File: config.mk
export PLATFORM = sky130hd
export DESIGN_NAME = bit_rev_reorder_engine
export DESIGN_NICKNAME = d
export VERILOG_FILES = /design/src/rtl/fft_pkg.sv /design/src/rtl/bit_rev_addr.sv /design/src/rtl/bit_rev_reorder_engine.sv
export SDC_FILE = /design/constraint.sdc
export NUM_CORES = 1
export LEC_CHECK = 0
export CORE_MARGIN = 2
export CORE_UTILIZATION = 50
export DETAILED_ROUTE_END_ITERATION = 10
export GPL_TIMING_DRIVEN = 1
export PLACE_DENSITY = 0.87
export SYNTH_ARGS = -nofsm -noshare
export SYNTH_HDL_FRONTEND = slang
export SYNTH_SLANG_ARGS = --single-unit
File: constraint.sdc
create_clock -name clk_i -period 14.33 [get_ports clk_i]
set_input_delay 3.5825 -clock clk_i [delete_from_list [all_inputs] [get_ports clk_i]]
set_output_delay 3.5825 -clock clk_i [all_outputs]
set_load 0.02 [all_outputs]
File: src/rtl/fft_pkg.sv
// fft_pkg: shared FFT defaults, reorder FSM states and a runtime-k bit reverser.
package fft_pkg;
  localparam int LOG2N_MAX_DEF = 8;
  localparam int DATA_W_DEF = 32;
  localparam int REV_W = 16;
  typedef enum logic [2:0] {S_IDLE, S_SCAN, S_READ, S_WAIT, S_WRITE, S_DONE} state_e;
  // Full-width reverse then shift down: the low k bits of v land reversed at the bottom.
  function automatic logic [REV_W-1:0] bit_rev(input logic [REV_W-1:0] v, input logic [4:0] k);
    logic [REV_W-1:0] r;
    for (int b = 0; b < REV_W; b++) r[b] = v[REV_W-1-b];
    return r >> (REV_W - int'(k));
  endfunction
endpackage

File: src/rtl/bit_rev_addr.sv
// bit_rev_addr: combinational reverse of the low k_i bits of an address; upper bits read as 0.
module bit_rev_addr import fft_pkg::*; #(
  parameter int W = LOG2N_MAX_DEF
) (
  input  logic [W-1:0]             a_i,
  input  logic [$clog2(W+1)-1:0]   k_i,
  output logic [W-1:0]             r_o
);
  assign r_o = W'(bit_rev(REV_W'(a_i), 5'(k_i)));
endmodule

File: src/rtl/bit_rev_reorder_engine.sv
// bit_rev_reorder_engine: in-place bit-reversal reorder of a dual-port sample RAM.
// Swaps each (i, rev(i)) with i < rev(i); all RAM-facing outputs are registered.
module bit_rev_reorder_engine import fft_pkg::*; #(
  parameter int LOG2N_MAX = LOG2N_MAX_DEF,
  parameter int DATA_W    = DATA_W_DEF,
  parameter int RD_LAT    = 1
) (
  input  logic                             clk_i,
  input  logic                             rst_ni,
  input  logic                             start_i,
  input  logic [$clog2(LOG2N_MAX+1)-1:0]   size_log2_i,
  output logic                             busy_o,
  output logic                             done_o,
  output logic                             size_err_o,
  output logic [LOG2N_MAX-1:0]             addr_a_o,
  output logic [LOG2N_MAX-1:0]             addr_b_o,
  output logic [DATA_W-1:0]                din_a_o,
  output logic [DATA_W-1:0]                din_b_o,
  output logic                             we_a_o,
  output logic                             we_b_o,
  input  logic [DATA_W-1:0]                dout_a_i,
  input  logic [DATA_W-1:0]                dout_b_i
);
  localparam int KW = $clog2(LOG2N_MAX+1);
  state_e state_q, state_d;
  logic [LOG2N_MAX-1:0] i_q, i_d, rev_w, last_w, addr_a_q, addr_a_d, addr_b_q, addr_b_d;
  logic [KW-1:0] k_q, k_d;
  logic [1:0] cnt_q, cnt_d;
  logic err_q, err_d, busy_q, busy_d, done_q, done_d, we_q, we_d, over_w, zero_w, port_w;
  logic [DATA_W-1:0] ta_q, ta_d, tb_q, tb_d;

  bit_rev_addr #(.W(LOG2N_MAX)) u_rev (.a_i(i_q), .k_i(k_q), .r_o(rev_w));

  assign last_w = {LOG2N_MAX{1'b1}} >> (LOG2N_MAX - int'(k_q));
  assign over_w = size_log2_i > KW'(LOG2N_MAX);
  assign zero_w = size_log2_i == '0;

  always_comb begin
    state_d = state_q;
    i_d = i_q;
    k_d = k_q;
    cnt_d = cnt_q;
    err_d = err_q;
    case (state_q)
      S_IDLE: if (start_i) begin
        k_d = over_w ? KW'(LOG2N_MAX) : zero_w ? KW'(1) : size_log2_i;
        err_d = over_w || zero_w;
        i_d = '0;
        state_d = S_SCAN;
      end
      S_SCAN: begin
        state_d = (i_q < rev_w) ? S_READ : (i_q == last_w) ? S_DONE : S_SCAN;
        i_d = (i_q < rev_w || i_q == last_w) ? i_q : i_q + 1'b1;
      end
      S_READ: begin
        cnt_d = 2'(RD_LAT - 1);
        state_d = S_WAIT;
      end
      S_WAIT: begin
        cnt_d = cnt_q - 1'b1;
        state_d = (cnt_q == '0) ? S_WRITE : S_WAIT;
      end
      S_WRITE: begin
        i_d = i_q + 1'b1;
        state_d = S_SCAN;
      end
      S_DONE: state_d = S_IDLE;
      default: state_d = S_IDLE;
    endcase
    // Outputs are computed from the next state so they appear registered in that state.
    port_w = state_d inside {S_READ, S_WAIT, S_WRITE};
    we_d = state_d == S_WRITE;
    addr_a_d = port_w ? i_q : '0;
    addr_b_d = port_w ? rev_w : '0;
    ta_d = we_d ? dout_a_i : '0;
    tb_d = we_d ? dout_b_i : '0;
    busy_d = state_d inside {S_SCAN, S_READ, S_WAIT, S_WRITE};
    done_d = state_d == S_DONE;
  end

  always_ff @(posedge clk_i or negedge rst_ni) begin
    if (!rst_ni) begin
      state_q <= S_IDLE;
      i_q <= '0;
      k_q <= KW'(1);
      cnt_q <= '0;
      err_q <= 1'b0;
      busy_q <= 1'b0;
      done_q <= 1'b0;
      we_q <= 1'b0;
      addr_a_q <= '0;
      addr_b_q <= '0;
      ta_q <= '0;
      tb_q <= '0;
    end else begin
      state_q <= state_d;
      i_q <= i_d;
      k_q <= k_d;
      cnt_q <= cnt_d;
      err_q <= err_d;
      busy_q <= busy_d;
      done_q <= done_d;
      we_q <= we_d;
      addr_a_q <= addr_a_d;
      addr_b_q <= addr_b_d;
      ta_q <= ta_d;
      tb_q <= tb_d;
    end
  end

  assign busy_o = busy_q;
  assign done_o = done_q;
  assign size_err_o = err_q;
  assign addr_a_o = addr_a_q;
  assign addr_b_o = addr_b_q;
  assign din_a_o = tb_q;
  assign din_b_o = ta_q;
  assign we_a_o = we_q;
  assign we_b_o = we_q;
endmodule

== After elaboration in Yosys (flattened, before gate mapping) ==
Index checks and enable logic that the tools add are counted.

* $add $sub $neg: 4
* Magnitude comparators: 2
* Equality and inequality tests: 12
* Shift operators: 2
* Muxes and demuxes: 15
* Reductions and logical operators: 11

{| class="wikitable"
|+ Operator list
! kind !! count
|-
| $mux 32 || 2
|-
| $mux 8 || 4
|-
| $shr 16x32->8 || 1
|-
| $shr 8x32->8 const A || 1
|-
| $pmux 8 s3 || 1
|-
| $pmux 3 s5 || 1
|-
| $eq 3x2->1 const B || 4
|-
| $mux 3 || 4
|-
| $eq 3x3->1 const B || 3
|-
| $add 8x1->8 const B || 1
|-
| $eq 8x8->1 || 1
|-
| $lt 8x8->1 || 1
|-
| $mux 4 || 2
|-
| $eq 3x1->1 const B || 2
|-
| $reduce_bool 3->1 || 2
|-
| $sub 5x4->6 const A || 1
|-
| $sub 4x4->5 const A || 1
|-
| $gt 4x4->1 const B || 1
|-
| $logic_not 4->1 || 1
|-
| $ne 2x2->1 const B || 2
|-
| $pmux 2 s2 || 1
|-
| $reduce_bool 4->1 || 1
|-
| $logic_not 3->1 || 1
|-
| $reduce_and 3->1 || 1
|-
| 5 further kinds || 6
|}

* Bits in registers: 101
* Input bits: 71
* Output and inout bits: 85
* Logic and storage cells: 58

== Logic depth before layout (Yosys ltp) ==
Gate-level depths: netlist (run 1).

* Depth after elaboration: 9
* Mapped depth: 20
* Depth with buffers taken out: 15

== By module ==
Synthesis (run 1) repeated with hierarchy kept, for this count alone.

* Cells, all modules: 455
* Area, all modules: 4878.4 µm²

{| class="wikitable"
|+ Modules (own cells, without submodules)
! module !! instances !! cells an instance !! area an instance (µm²) !! seq. area each (µm²)
|-
| bit_rev_reorder_engine || 1 || 369 || 4270.3 || 2528.7
|-
| bit_rev_addr || 1 || 86 || 608.1 || 0.0
|}

== Least setup slack after synthesis (run 1) ==
Ideal clock, no wire load.

* Path type: in2reg
* From: input port start_i
* To: register i_q[7]
* Library setup time: 0.078 ns
* Arrival: 4.634 ns
* Required time: 14.252 ns
* Setup slack: 9.618 ns
* Cell stages on the path: 5
* Path buffers: 0
* Cells stage by stage: nor3_1 a21oi_1 nand2_1 or4_1 a21oi_1

* Word-level cells in the longest chain between the ends: 2

{| class="wikitable"
|+ Ends and longest elaborated chain
! what !! line !! source
|-
| from (decl) || bit_rev_reorder_engine.sv:10 || <nowiki>input logic start_i,</nowiki>
|-
| $ne 2x2->1 (no source line) || - ||
|-
| $reduce_and 3->1 (no source line) || - ||
|-
| to (signal assigned) || bit_rev_reorder_engine.sv:97 || <nowiki>i_q <= i_d;</nowiki>
|-
| to (decl) || bit_rev_reorder_engine.sv:26 || <nowiki>logic [LOG2N_MAX-1:0] i_q, i_d, rev_w, last_w, addr_a_q, addr_a_d, addr_b_q, addr_b_d;</nowiki>
|}

Every way passes these cells.
A chain may end at the register's enable or synchronous reset.

== Final worst setup path (run 1) ==
* From: register k_q[0]
* To: register i_q[7]

* Word-level cells in the longest chain between the ends: 6
* Elaborated cells on any way between the ends: 9
* Classes of those cells: add/sub (2); order compare (1); eq/ne (2); shift (2); reduce/logical (2)

{| class="wikitable"
|+ Ends and longest elaborated chain
! what !! line !! source
|-
| from (decl) || bit_rev_reorder_engine.sv:27 || <nowiki>logic [KW-1:0] k_q, k_d;</nowiki>
|-
| from (signal assigned) || bit_rev_reorder_engine.sv:98 || <nowiki>k_q <= k_d;</nowiki>
|-
| $sub 5x4->6 or $sub 4x4->5 (tied branches) || fft_pkg.sv:11, bit_rev_reorder_engine.sv:34 ||
|-
| $shr 16x32->8 or $shr 8x32->8 (tied branches) || fft_pkg.sv:11, bit_rev_reorder_engine.sv:34 ||
|-
| $lt 8x8->1 or $eq 8x8->1 (tied branches) || bit_rev_reorder_engine.sv:53 || <nowiki>i_d = (i_q < rev_w || i_q == last_w) ? i_q : i_q + 1'b1;</nowiki>
|-
| $logic_or 1x1->1 (*) || bit_rev_reorder_engine.sv:53 ||
|-
| $ne 2x2->1 (no source line) (*) || - ||
|-
| $reduce_and 3->1 (no source line) (*) || - ||
|}

Mark *: on every way between the ends. The rest lies on a longest branch, timed or not.

==> results of run 1 <==
sequential cells by signal, summed over array words and instances, names as in the netlist:
name / count
i_q: 8
cnt_q: 2
addr_b_o: 8
busy_o: 1
we_a_o: 1
addr_a_o: 8
k_q: 4
done_o: 1
din_b_o: 32
state_q: 3
size_err_o: 1
din_a_o: 32
placed cells by master (no fill, tap or decap), drive strengths merged, types with 2 or more instances in the layout:
cell type / n
nand2b: 6
mux2: 6
inv: 14
o21ai: 22
o221ai: 2
a221oi: 2
nor4b: 2
buf: 2
nor3: 9
a32o: 2
o211ai: 3
clkbuf: 9
a211o: 3
mux4: 2
nand4: 6
xnor2: 4
or2: 6
o22ai: 6
or3: 8
a211oi: 5
nand3: 8
dfrtp: 100
nor2: 30
a22oi: 4
mux2i: 7
clkdlybuf4s50: 154
a221o: 2
xor2: 2
a21oi: 17
ha: 10
nand2: 30
and3: 2
o2111ai: 2
nor2b: 2
clkinv: 4
nand3b: 4
and2: 70
per-layer routing:
layer	part of all wire	routed length, um
met1	0.37	4620
met2	0.51	6380
met3	0.11	1350
met4	0.021	268
met5	0	0
power breakdown:
part	leakage (nW)	total [mW]	switching [mW]	internal, mW
clock network	0.0902	0.169	0.103	0.0658
registers	1.37	0.412	0.0682	0.344
logic	1.36	0.634	0.365	0.269
cells by family (layout without fill, tap and decap cells):
logic type | Yosys count | after routing | share of synthesized area
muxes | 15 | 15 | 0.0387
adders and majority gates | 10 | 10 | 0.0265
AOI/OAI and AO/OA | 87 | 87 | 0.128
xor gates and xnor gates | 6 | 6 | 0.0127
and+or+nand+nor | 188 | 188 | 0.217
DFF | 101 | 101 | 0.536
buffers and inverters | 43 | 184 | 0.0411
metrics by stage:
| stage | utilization | power [mW] | hold WS, ns | worst slack (ns) |
|---|---|---|---|---|
| after floorplan | - | 0.840 | 0.450 | 9.62 |
| after global placement | 0.683 | 1.02 | 0.464 | 8.89 |
| after detailed placement | 0.683 | 1.04 | 0.483 | 8.84 |
| after CTS | 0.704 | 1.21 | 0.504 | 9.17 |
| after global routing | 0.704 | 1.30 | 0.550 | 8.89 |
| final | 0.704 | 1.22 | 0.498 | 9.14 |
path summary, 6_finish.rpt:
kind | start | endpoint | slack, ns | cells after the start
min in group asynchronous | rst_ni | addr_b_o[4] | 3.14 | 1
min | cnt_q[1] | cnt_q[1] | 0.50 | 2
max | k_q[0] | i_q[7] | 9.14 | 14
max reg2reg | k_q[0] | i_q[7] | 9.14 | 14
min reg2reg | cnt_q[1] | cnt_q[1] | 0.50 | 2
max in group asynchronous | rst_ni | busy_o | 9.98 | 2
worst min-delay path, cell delays in order (launching register included):
cell and delay, ns:
sky130_fd_sc_hd__dfrtp_1 0.35, sky130_fd_sc_hd__nand2_1 0.05, sky130_fd_sc_hd__o21ai_0 0.06
layout make-up:
cell class	count	area (um^2)
Inverter	13	48.8
Clock buffer	9	124
Tap cell	111	139
Sequential cell	101	2530
Multi-Input combinational cell	306	2010
Fill cell	651	2730
Clock inverter	6	61.3
Timing Repair Buffer	156	1560
==> out/qor.log, run 1 <==
INFO  outcome        status=finished clean
INFO  finish         syn_to_final_growth=37.1%
INFO  power_and_ir_drop static-leakage-power=2.82nW
INFO  worst_setup_path worst-endpoint-required=14.61ns
INFO  job            max_cap_viol_count=0
INFO  synth          syn_inst=450
INFO  synth          ys_warn_count=0
INFO  global_routing globalRoute.busiestLayer=met2
INFO  worst_setup_path worstPathMaxFanout=23
INFO  synth          synth_edf_count=0
INFO  timing         grt_setup_unrepaired=false
INFO  finish         final-instance-count-excl-fill=702
INFO  cts            clock-sinks=101
INFO  synth          yosysMostFrequentCell=sky130_fd_sc_hd__dfrtp_1
INFO  global_routing grt_start_max_net_pins=70
INFO  synth          seq_area_frac_synth=0.536
INFO  worst_setup_path timing.critical_path.max_delay_family=compound AO/OA/AOI/OAI gates
INFO  placed_design  io_buffers=155
INFO  synth          top_area_cells_in_the_synthesized_netlist=sky130_fd_sc_hd__dfrtp_1 53%, sky130_fd_sc_hd__and2_1 9.3%, sky130_fd_sc_hd__ha_1 2.7%
INFO  synth          synth_seq_cells=101
INFO  timing         setup-violations-final=0
INFO  synth          syn-num-nets=531
INFO  finish         post_layout_net_count=668
INFO  timing         fin_crit=5.19ns
INFO  worst_setup_path critPathBufInv=1
INFO  timing         max_slew.worst_pin.slew=1.08ns
INFO  synth          dominantRegCellSynth=sky130_fd_sc_hd__dfrtp_1
INFO  floorplanning  die_width=101um
INFO  synth          synth_area_leader=sky130_fd_sc_hd__dfrtp_1
INFO  global_routing globalRouteMet2Util=0.420
INFO  placed_design  number_of_cells_in_the_design_after_placement=687
INFO  routing        detailedRoute.firstIterationViolations=254
INFO  routing        route.detailed.wl_per_inst=18.0um
INFO  routing        drt_first_pass_iters=6
INFO  floorplanning  core_area=0.00920mm^2
INFO  cts            clkSlewWorstSetupHoldPaths=0.10ns
INFO  global_routing grt.total_usage=0.253
INFO  worst_setup_path critical_path.startpoint_type=flip-flop
INFO  synth          postSynthAreaPerCell=10.5um^2
INFO  placed_design  dpl-instance-area=0.00628mm^2
INFO  placed_design  dp_hpwl=9.01mm
INFO  routing        finalWirelength=12.6mm
INFO  timing         slew_viol_final=0
INFO  finish         final_layout_size_suffix_gt1_frac=0.0643
INFO  cts            worst_skew_pair.late_latency=0.36ns
INFO  synth          synth_commonest_cells=100 x sky130_fd_sc_hd__dfrtp_1, 70 x sky130_fd_sc_hd__and2_1, 30 x sky130_fd_sc_hd__nand2_1, 30 x sky130_fd_sc_hd__nor2_1, 19 x sky130_fd_sc_hd__o21ai_0
INFO  cts            cts-buffers-inserted=9
INFO  cts            tritoncts=yes
INFO  cts            cts_root_buf=sky130_fd_sc_hd__clkbuf_8
INFO  cts            cts_htree_levels=3
INFO  synth          postSynth.asyncResetShare=1.00
INFO  routing        route.vias.total=3991
INFO  min_path       min_path_type=flip-flop to flip-flop
INFO  timing         final.period_utilization=0.362
INFO  floorplanning  dieArea=0.0102mm^2
INFO  floorplanning  std_cell_rows=35
INFO  global_routing groute.layer.met1.usage=0.296
INFO  placed_design  globalplace.congestion=0.886
INFO  synth          syn_area=0.00472mm^2
INFO  timing         clock-skew-final=0.0139ns
INFO  worst_setup_path worst_ep_arrival_time=5.47ns
INFO  timing         timing.fmax=0.193GHz
INFO  worst_setup_path worstSetupPathType=flip-flop to flip-flop
INFO  global_routing grt_first_pass_wirelength=20.0mm
INFO  power_and_ir_drop vdd_ir_drop_max=0.0000937V
INFO  routing        drtAntennaViolNets=0
INFO  worst_setup_path crit_chain=inv_1 -> ha_1 -> o21ai_0 -> mux2_2 -> o22ai_1 -> a22oi_1 -> ha_1 -> nand4_1 -> or2_2 -> o2111ai_1 -> o311ai_2 -> a31o_4 -> or4_1 -> a21oi_1
INFO  worst_setup_path critical-path-top-cell-by-count=sky130_fd_sc_hd__ha_1
INFO  cts            cts-resized-gates=0
INFO  cts            hold_bufs_at_cts=0
INFO  global_routing grt_overflow_total=0
INFO  worst_setup_path crit_slowest_cell=sky130_fd_sc_hd__dfstp_2
INFO  timing         timing.setup.tns=0ns
INFO  synth          synth_cell_types=68
INFO  routing        via_per_inst=5.69
INFO  floorplanning  initial_core_util=0.513
INFO  synth          synthDominantCellAreaShare=0.530
INFO  global_routing grtUsageMet3=0.106
INFO  finish         final_design_area_no_fill=0.00647mm^2
INFO  cts            post-cts-setup-buffer-count=0
INFO  global_routing vias_in_the_first_global_route=4080
INFO  worst_setup_path crit_path_max_incr_delay=0.86ns
INFO  global_routing grt_antenna_before_repair=0
INFO  floorplanning  number_of_placed_i_o_pins=156
INFO  floorplanning  fp.dieH=101um
INFO  power_and_ir_drop pwr_density_cell=188mW/mm^2
INFO  timing         hold_viol=0
INFO  finish         antenna_cells=0
INFO  routing        post-route-drc-count=0
INFO  timing         max-slew-margin-rel=0.275
INFO  cts            cts_max_path_buffers=2
INFO  worst_setup_path worst_setup_path_end_kind=flip-flop
Note: power is estimated with default switching activity, not from simulation.
==> run 2, diff against run 1 <==
Settings changed: CORE_UTILIZATION 50 to 46, PLACE_DENSITY 0.87 to 0.81.
Clock period 14.33 ns to 5.14 ns, I/O delays scaled along.
==> run 2 against run 1 <==
Utilization down 4.1 points. Sequential share of layout area is 0.42 points lower. Total power increased to 2.8 times the previous value. Via count fell by 1.5%. Largest power group unchanged. Count of clock-buffer cells in the layout up 1. Register-to-register slack got worse by 8.6 ns.
==> out/qor.log, run 2 (synthesis gave the netlist of run 1 again) <==
INFO  outcome        status=finished clean
INFO  routing        drtAntennaViolNets=0 [unchanged]
INFO  routing        drt_first_pass_iters=5 [-1]
INFO  worst_setup_path reg2reg_depth=15 [+1]
INFO  routing        route.vias.total=3931 [-1.5%]
INFO  floorplanning  std_cell_rows=36 [+2.9%]
INFO  placed_design  io_buffers=155 [unchanged]
INFO  routing        detailedRoute.firstIterationViolations=378 [+49%]
INFO  worst_setup_path timing.rr.start=k_q[0]
INFO  power_and_ir_drop static-leakage-power=2.84nW [+0.87%]
INFO  cts            clock-sinks=101 [unchanged]
INFO  timing         max-slew-margin-rel=0.345 [+0.0698]
INFO  finish         filler_cell_count=781 [+20%]
INFO  timing         hold_viol=0 [unchanged]
INFO  min_path       min_path_type=flip-flop to flip-flop
INFO  floorplanning  number_of_placed_i_o_pins=156 [unchanged]
INFO  routing        post-route-drc-count=0 [unchanged]
INFO  routing        route.detailed.wl_per_inst=16.7um [-6.9%]
INFO  floorplanning  fp.dieH=105um [+4.1%]
INFO  floorplanning  core_area=0.00986mm^2 [+7.3%]
INFO  timing         slew_viol_final=0 [unchanged]
INFO  global_routing grt_antenna_before_repair=0 [unchanged]
INFO  placed_design  place_worst_setup_slack=0.628ns [-8.21 ns]
INFO  worst_setup_path timing.critical_path.max_delay_family=simple AND/OR/NAND/NOR gates
INFO  worst_setup_path critical_path.startpoint_type=flip-flop
INFO  timing         setup-violations-final=0 [unchanged]
INFO  timing         setup_ws=0.563ns [-8.58 ns]
INFO  worst_setup_path crit_slowest_cell=sky130_fd_sc_hd__ha_1
INFO  cts            cts_max_path_buffers=2 [unchanged]
INFO  cts            cts-resized-gates=0 [unchanged]
INFO  timing         timing.fmax=0.219GHz [+13%]
INFO  worst_setup_path worstSetupPathType=flip-flop to flip-flop
INFO  worst_setup_path startpoint=k_q[0]
INFO  worst_setup_path crit_path_max_incr_delay=0.78ns [-0.08 ns]
INFO  worst_setup_path r2r-end=i_q[7]
INFO  global_routing grt_overflow_total=0 [unchanged]
INFO  routing        finalWirelength=12.2mm [-3.4%]
INFO  floorplanning  initial_core_util=0.479 [-0.0348]
INFO  placed_design  globalplace.congestion=0.936 [+5.7%]
INFO  cts            tritoncts=yes
INFO  cts            post-cts-setup-buffer-count=0 [unchanged]
INFO  timing         max_slew.worst_pin.slew=0.980ns [-0.104 ns]
INFO  placed_design  dp_hpwl=8.74mm [-2.9%]
INFO  worst_setup_path reg2reg_setup_slack=0.56ns [-8.58 ns]
INFO  power_and_ir_drop vdd_ir_drop_max=0.000227V [+140%]
INFO  power_and_ir_drop pwr_density_cell=526mW/mm^2 [+180%]
INFO  global_routing vias_in_the_first_global_route=4023 [-1.4%]
INFO  cts            cts-buffers-inserted=9 [unchanged]
INFO  timing         grt_setup_unrepaired=false
INFO  finish         post_layout_net_count=672 [+0.60%]
INFO  cts            worst_skew_pair.late_latency=0.37ns [about the same]
INFO  worst_setup_path worst_ep_arrival_time=4.87ns [-0.60 ns]
INFO  worst_setup_path worst-endpoint-required=5.43ns [-9.18 ns]
INFO  job            max_cap_viol_count=0 [unchanged]
INFO  timing         timing.setup.tns=0ns [unchanged]
INFO  worst_setup_path worstPathMaxFanout=22 [-4.3%]
INFO  timing         fin_crit=4.58ns [-0.612 ns]
INFO  global_routing grt_first_pass_wirelength=19.9mm [-0.69%]
INFO  worst_setup_path critPathBufInv=1 [unchanged]
INFO  finish         mostFrequentLayoutCell=sky130_fd_sc_hd__clkdlybuf4s50_1
INFO  finish         antenna_cells=0 [unchanged]
INFO  timing         final.period_utilization=0.890 [+0.528]
INFO  worst_setup_path crit_end=i_q[7]
INFO  cts            cts_htree_levels=3 [unchanged]
INFO  worst_setup_path worst_setup_path_end_kind=flip-flop
INFO  floorplanning  die_width=105um [+4.1%]
INFO  global_routing grt.total_usage=0.229 [-0.0234]
INFO  worst_setup_path timing.critical_path.depth=15 [+1]
INFO  routing        via_per_inst=5.39 [-5.2%]
INFO  floorplanning  dieArea=0.0111mm^2 [+8.4%]
INFO  cts            cts_root_buf=sky130_fd_sc_hd__clkbuf_8
INFO  timing         clock-skew-final=0.0109ns [-0.00292 ns]
INFO  worst_setup_path crit_chain=inv_1 -> ha_1 -> mux4_2 -> a22o_1 -> nand2_1 -> a21boi_0 -> nor2_1 -> ha_1 -> nand4_1 -> or2_2 -> o2111ai_1 -> o311ai_2 -> a31o_4 -> or4_1 -> a21oi_1
INFO  cts            hold_bufs_at_cts=0 [unchanged]
INFO  cts            clkSlewWorstSetupHoldPaths=0.10ns [about the same]
INFO  finish         final_layout_size_suffix_gt1_frac=0.0705 [+0.00617]
INFO  finish         syn_to_final_growth=38.5%
INFO  finish         layout_common_cells=154 x sky130_fd_sc_hd__clkdlybuf4s50_1, 100 x sky130_fd_sc_hd__dfrtp_1, 70 x sky130_fd_sc_hd__and2_1, 30 x sky130_fd_sc_hd__nand2_1, 29 x sky130_fd_sc_hd__nor2_1
INFO  worst_setup_path critical-path-top-cell-by-count=sky130_fd_sc_hd__ha_1
INFO  global_routing grt_start_max_net_pins=71 [+1.4%]
[run 2: cell count changes in the layout (fill, tap and decap cells not counted), sizes merged]
cell,previous run,this run
clkinvlp,1,2
clkbuf,9,10
inv,14,15
buf,2,6
bufinv,0,1
clkinv,4,1
[run 2: final cells by class]
cell class	instances	area, um^2	share of cell area
flip-flops and latches	101	2530	0.387
multi-input cells	306	2010	0.308
well taps	133	166	0.0254
repair buffers	160	1590	0.243
clock inverters	6	70.1	0.0107
inverters	13	48.8	0.00746
clock buffers	10	128	0.0195
[run 2: where the power goes]
group / leakage [nW] / internal [mW] / switching, mW
Sequential: 1.37 / 0.958 / 0.164
Combinational: 1.38 / 0.772 / 1.03
Clock: 0.0948 / 0.230 / 0.285
[run 2: layer usage]
metal	vias up	part of all wire	global-route usage
met5	-	0	0
met4	0	0.021	0.0962
met3	22	0.12	0.105
met2	207	0.48	0.368
met1	1865	0.38	0.265
li1	1837	-	-
[run 2: how the worst min path moves through the flow]
stage / startpoint / endpoint / slack [ns] / cells past startpoint
detailed placement: cnt_q[1] / cnt_q[1] / 0.48 / 2
CTS: cnt_q[1] / cnt_q[1] / 0.50 / 2
global placement: cnt_q[0] / cnt_q[0] / 0.46 / 2
finish: cnt_q[1] / cnt_q[1] / 0.50 / 2
floorplan: cnt_q[0] / cnt_q[0] / 0.45 / 2
global route: cnt_q[1] / cnt_q[1] / 0.52 / 2
[run 2: worst register-to-register path, cell delays in order (launching register included)]
cell                        delay, ns
sky130_fd_sc_hd__dfstp_2         0.54
sky130_fd_sc_hd__inv_1           0.08
sky130_fd_sc_hd__ha_1            0.78
sky130_fd_sc_hd__mux4_2          0.64
sky130_fd_sc_hd__a22o_1          0.25
sky130_fd_sc_hd__nand2_1         0.06
sky130_fd_sc_hd__a21boi_0        0.07
sky130_fd_sc_hd__nor2_1          0.18
sky130_fd_sc_hd__ha_1            0.15
sky130_fd_sc_hd__nand4_1         0.17
sky130_fd_sc_hd__or2_2           0.35
sky130_fd_sc_hd__o2111ai_1       0.10
sky130_fd_sc_hd__o311ai_2        0.18
sky130_fd_sc_hd__a31o_4          0.29
sky130_fd_sc_hd__or4_1           0.51
sky130_fd_sc_hd__a21oi_1         0.15
[run 2: metrics by stage]
step                      instance area, um^2  hold slack, ns  power, mW  std cells   util
final                                    6540           0.500       3.44        729  0.663
after global routing                     6540           0.521       3.66        729  0.663
after CTS                                6540           0.502       3.44        729  0.663
after detailed placement                 6340           0.479       2.92        713  0.643
after global placement                   6340           0.462       2.88        713  0.643
after floorplan                          4720           0.450       2.34        450      -
